## src/rtl/ex1_1_result_fifo.sv

```systemverilog
// Result FIFO behind the a*b+c MAC stage: buffers results, hands them to a
// valid/ready consumer, and records results lost to back-pressure.
module ex1_1_result_fifo #(
  parameter int DATA_W = 32,
  parameter int DEPTH  = 4,
  parameter int DROP_W = 8
) (
  input  logic                       clk,
  input  logic                       rst,
  input  logic                       validi,
  input  logic [DATA_W-1:0]          data_in,
  output logic                       valido,
  input  logic                       out_ready,
  output logic [DATA_W-1:0]          data_out,
  output logic [$clog2(DEPTH+1)-1:0] count,
  output logic                       overflow,
  output logic [DROP_W-1:0]          drop_cnt
);

  localparam int PTR_W = $clog2(DEPTH);
  localparam int CNT_W = $clog2(DEPTH+1);
  localparam logic [CNT_W-1:0] FULL_CNT = CNT_W'(DEPTH);

  typedef enum logic [1:0] {EMPTY, PARTIAL, FULL} occ_e;

  logic [DATA_W-1:0] mem [DEPTH];
  logic [PTR_W-1:0]  wr_ptr, rd_ptr;
  occ_e              occ;
  logic              push, pop, drop;

  // NOTE: always_comb assigns a default first so no path leaves occ unassigned (no latch).
  always_comb begin
    occ = PARTIAL;
    if (count == '0)           occ = EMPTY;
    else if (count == FULL_CNT) occ = FULL;
  end

  // Outputs come from registered state only; out_ready never reaches them.
  assign valido   = (occ != EMPTY);
  assign data_out = valido ? mem[rd_ptr] : '0;

  assign pop  = valido & out_ready;
  assign push = validi & ((occ != FULL) | pop);
  assign drop = validi & (occ == FULL) & ~pop;

  // NOTE: storage has no reset; count gates visibility, so stale contents are never seen.
  always_ff @(posedge clk) begin
    if (push && !rst) mem[wr_ptr] <= data_in;
  end

  // NOTE: sequential state uses non-blocking assignments so every register sees pre-edge values.
  always_ff @(posedge clk) begin
    if (rst) begin
      wr_ptr   <= '0;
      rd_ptr   <= '0;
      count    <= '0;
      overflow <= 1'b0;
      drop_cnt <= '0;
    end else begin
      // DEPTH is a power of two, so the pointers wrap by natural overflow.
      if (push) wr_ptr <= wr_ptr + PTR_W'(1);
      if (pop)  rd_ptr <= rd_ptr + PTR_W'(1);
      case ({push, pop})
        2'b10:   count <= count + CNT_W'(1);
        2'b01:   count <= count - CNT_W'(1);
        default: count <= count;
      endcase
      if (drop) begin
        overflow <= 1'b1;
        if (drop_cnt != '1) drop_cnt <= drop_cnt + DROP_W'(1);
      end
    end
  end

endmodule

```

## config.mk

```make
export PLATFORM = sky130hd
export DESIGN_NAME = ex1_1_result_fifo
export DESIGN_NICKNAME = d
export VERILOG_FILES = /design/src/rtl/ex1_1_result_fifo.sv
export SDC_FILE = /design/constraint.sdc
export NUM_CORES = 1
export LEC_CHECK = 0
export ABC_AREA = 1
export CORE_UTILIZATION = 49
export DETAILED_ROUTE_END_ITERATION = 10
export GPL_TIMING_DRIVEN = 0
export HOLD_SLACK_MARGIN = 0.08
export MAX_ROUTING_LAYER = met4
export PLACE_DENSITY = 0.75
export RECOVER_POWER = 25
export SLEW_MARGIN = 40
export SYNTH_ARGS = -nofsm -noshare
export SYNTH_HDL_FRONTEND = slang
export SYNTH_SLANG_ARGS = --single-unit
```

## constraint.sdc

```tcl
create_clock -name clk -period 2.6 [get_ports clk]
set_input_delay 0.52 -clock clk [delete_from_list [all_inputs] [get_ports clk]]
set_output_delay 0.52 -clock clk [all_outputs]
set_load 0.03 [all_outputs]
```

After elaboration in Yosys (flattened, before gate mapping)
Memory sizes are Yosys's and may differ from the RTL's. A register that Yosys moved wholly into a read port is not among the register bits.
Index checks and enable logic that the tools add are counted.
Storage, ports and cells
  output and inout bits: 45
  bits in writable memories: 128
  bits in registers: 16
  memories: 1
Memory list
  mem: depth 4, bits a word 32, read ports 1, clocked after memory_dff 1, wr ports 1, RTL line 26  | logic [DATA_W-1:0] mem [DEPTH];
Operators by class
  bitwise operators: 6
  eq/ne operators: 6
  mux-type cells: 8
  reduce and logical (&&, ||, !) cells: 6
  add/sub/neg operators: 5
Operators with widths (number)
  $mux 32: 1
  $add 8x1->8 const B: 1
  $mux 2: 4
  $ne 8x8->1 const B: 1
  $pmux 3 s2: 1
  $add 2x1->2 const B: 2
  $and 1x1->1: 4
  $eq 2x2->1 const B: 2
  $reduce_bool 2->1: 2
  $add 3x1->3 const B: 1
  $eq 3x3->1 const B: 1
  $logic_not 3->1: 1
  $sub 3x1->3 const B: 1
  $eq 2x1->1 const B: 1
  $mux 1: 2
  $ne 2x2->1 const B: 1
  $reduce_and 2->1: 1
  $logic_and 1x1->1: 1
  $logic_not 1->1: 1
  $not 1->1: 1
  $or 1x1->1: 1

Depth between registers and ports, before layout
  word-level depth: 10
  depth in mapped cells: 9
  depth with buffers taken out: 9

Least setup slack after synthesis
No wires, ideal clock.
  kind: in2reg
  start point: input rst
  end point: memory mem[0][0] (enable)
  arrival: 2324 ps
  stages: 4
  slack: -145 ps
  buffers on the path: 1
  cell sequence: buf_2 -> clkinv_1 -> nand3_1 -> nor2_1
On the way
  cells in the longest elaborated chain, start to end: 4
RTL lines
  from (decl): RTL line 9  | input logic rst,
  $logic_not 1->1: RTL line 48  | if (push && !rst) mem[wr_ptr] <= data_in;
  $logic_and 1x1->1: RTL line 48
  $mux 1: RTL line 48
  $mux 1 (implied by the code): RTL line 48
  to (decl): RTL line 26
Every way passes these cells.

==> summary.txt <==
Setup path
  • CP Cell Sequence: clkinv_1 > clkbuf_2 > o21ai_0 > a21oi_1 > dlygate4sd2_1
  • Worst setup path class: flip-flop to output pin
  • CP max FO: 10
  • CP max stage cell: dlygate4sd2_1
  • Nature of the critical path endpoint: output pin
  • Critical Path RT: 2080 ps
  • Critical Path Start Type: flip-flop
  • Max incr delay on CP: 360 ps
  • Worst Path Arrival: 1940 ps

Pwr
  • Seq pwr share: 41.5%
  • Worst VDD drop: 0.450 mV
  • Total Power: 0.00644 W
  • Psw: 0.00196 W
  • Static Leak: 2.80 nW
  • Cell Int Power: 0.00448 W
  • Power Dens Cells: 846 nW/um^2
  • Clock network fraction of design power: 36.2%
  • Sw Share: 30.5%
  • Gate power share: 22.3%

Die
  • Die Height: 113 um
  • Chip width: 113 um
  • Core area: 12000 um^2
  • Starting Density: 50.2%
  • Die ar.: 12800 um^2
  • # IOs: 81
  • Row cnt: 40

STA
  • Slew Viols, Final: 0
  • RSZ-0062 raised after global routing: no
  • Setup Skew: 5.39 ps
  • Period Utilization, post-route: 94.7%
  • WHS: 394 ps
  • Highest clock rate: 0.406 GHz
  • Final Hold Vio Count: 0
  • Fin Setup TNS: 0 ps
  • Setup violations, final: 0
  • Min Tclk post-route: 2460 ps
  • Max_slew headroom: 58.9%
  • Slew at the pin closest to its max-slew limit: 616 ps

Finish
  • Layout cell share with drive strength beyond 1: 17.8%
  • Layout Nets: 670
  • Final Cell Area: 7620 um^2
  • Area growth syn-to-layout: 26.3%

Yosys
  • Distinct cells, synth: 31
  • Number of synthesized flops with an enable pin: 128
  • Gate Count Post-Synth: 524
  • Cell with the most instances after synthesis: nor2_1
  • Most frequent cells after synthesis: 142 x nor2_1, 128 x edfxtp_1, 40 x a21oi_1
  • Yosys reg bits: 146
  • Syn Nets: 566
  • Seq/Total Area, Yosys: 69.7%
  • Yosys top cell area share: 63.7%
  • Post-synth top area cell: edfxtp_1
  • Async S/R FF share, synth: 0%
  • Synth top area cells: edfxtp_1 64%, nor2_1 8.8%, dfxtp_1 6.0%
  • Mapped Area: 6030 um^2
  • Ys Warns: 0
  • Avg Inst Size Synth: 11.5 um^2
  • Ys flop type: edfxtp_1

Min path
  • Tightest Hold Check Type: input pin to flip-flop

Clock network
  • TritonCTS clock tree: built
  • Num Clock Sinks: 146
  • CTS root buffer: clkbuf_16
  • Worst-Skew Late Latency: 410 ps
  • CTS Hold Bufs: 0
  • CTS H-tree depth: 4
  • CTS Buf Count: 17
  • Max Root-Sink Buffers: 2
  • Clock-pin transition on the worst setup and hold timing paths: 60 ps

GRT
  • Total GRT Usage: 22.4%
  • Vias in the first global route: 4215
  • Largest net degree at the start of global routing: 18
  • Global-route wire length before repair: 20700 um
  • Initial antenna violation count: 1
  • Total congestion overflow: 0

Run status
  • Status: completed

Routing
  • Post-route DRC: 0
  • Vias per cell: 5.32
  • Final ANT Viol Nets: 0
  • Drt wl/cell: 16.6 um
  • Via count: 4197
  • Final WL: 13100 um
  • DRT Pass-1 Iters: 6
  • Initial DRC count: 345

Place
  • GPL Wtd Cong: 0.798
  • DP Area: 7170 um^2
  • I/O Buffers: 79
  • Final HPWL DP: 8250 um

Job
  • Max Cap Viol: 0
-- metal layers --
layer  global-route usage [%]  part of all wire [%]  up-vias
met2                     36.9                    50      152
met3                     5.62                   6.1       19
met1                     26.9                    43     2001
met4                     8.42                   1.3        0
li1                         -                     -     2025
met5                        -                     0        -
-- registers in the layout, summed over array words and instances (netlist names), named ones only --
signal    cells
overflow      1
rd_ptr        2
count         3
drop_cnt      8
mem         128
wr_ptr        2
-- what timing repair did --
item                                    4_1_cts  5_1_grt
endpoints found under the setup margin       32       30
resized for setup                            39       60
buffers inserted                              0        0
-- through the flow --
stage / std cells / utilization, % / setup WS (ps)
global route: 789 / 63.4 / 4.35
CTS: 788 / 64.2 / 32.1
detailed placement: 756 / 59.7 / -233
global placement: 750 / 58.3 / -1700
floorplan: 524 / - / -145
finish: 789 / 63.4 / 139
-- path summary, 6_finish.rpt --
path              cells past startpoint  slack [ps]  startpoint           end
hold reg to reg                       1         470    overflow      overflow
hold / removal                        2         390         rst   drop_cnt[5]
setup reg to reg                      5         510    count[0]    mem[1][20]
setup / recovery                      5         140   flip-flop  data_out[14]
-- worst max-delay path, delay by kind of cell (launching register included) --
family,cells,cell delay [ps]
buffers and inverters,3,910
DFF,1,330
AOI/OAI and AO/OA,2,290
-- power groups by stage --
| stage | Combinational (W) | Sequential, W | Clock (W) |
|---|---|---|---|
| after floorplan | 0.000917 | 0.00274 | 0 |
| after global placement | 0.00155 | 0.00272 | 0 |
| after detailed placement | 0.00160 | 0.00272 | 0 |
| after CTS | 0.00149 | 0.00267 | 0.00235 |
| after global routing | 0.00156 | 0.00268 | 0.00244 |
| final | 0.00144 | 0.00267 | 0.00233 |
-- cells by family after synthesis --
family | count (synthesis) | synth area share, %
AO/OA/AOI/OAI | 115 | 9.77
buffers and inverters | 55 | 4.05
adder cells (fa/ha/maj) | 6 | 1.37
AND/OR/NAND/NOR | 200 | 14.8
XOR/XNOR | 2 | 0.291
flip-flops | 146 | 69.7
-- layout make-up --
class | count | area (um^2)
Buffer | 24 | 138
Clock inverter | 14 | 139
Multi-Input combinational cell | 323 | 1610
Fill cell | 930 | 4390
Inverter | 31 | 116
Sequential cell | 146 | 4200
Clock buffer | 18 | 429
Tap cell | 147 | 184
Antenna cell | 1 | 2.50
Timing Repair Buffer | 85 | 793
-- cell usage in the layout, fill, tap and decap left out, drive strengths merged, types with 5 or more instances in the layout --
cell type and instances:
nor2 146, edfxtp 128, o21ai 71, clkbuf 52, a21oi 43, nand2 32, inv 30, clkdlybuf4s50 25
buf 23, dlygate4sd3 22, dfxtp 18, nand3 12, clkinv 11, nand4 7, ha 5
(Power assumes the default switching activity.)
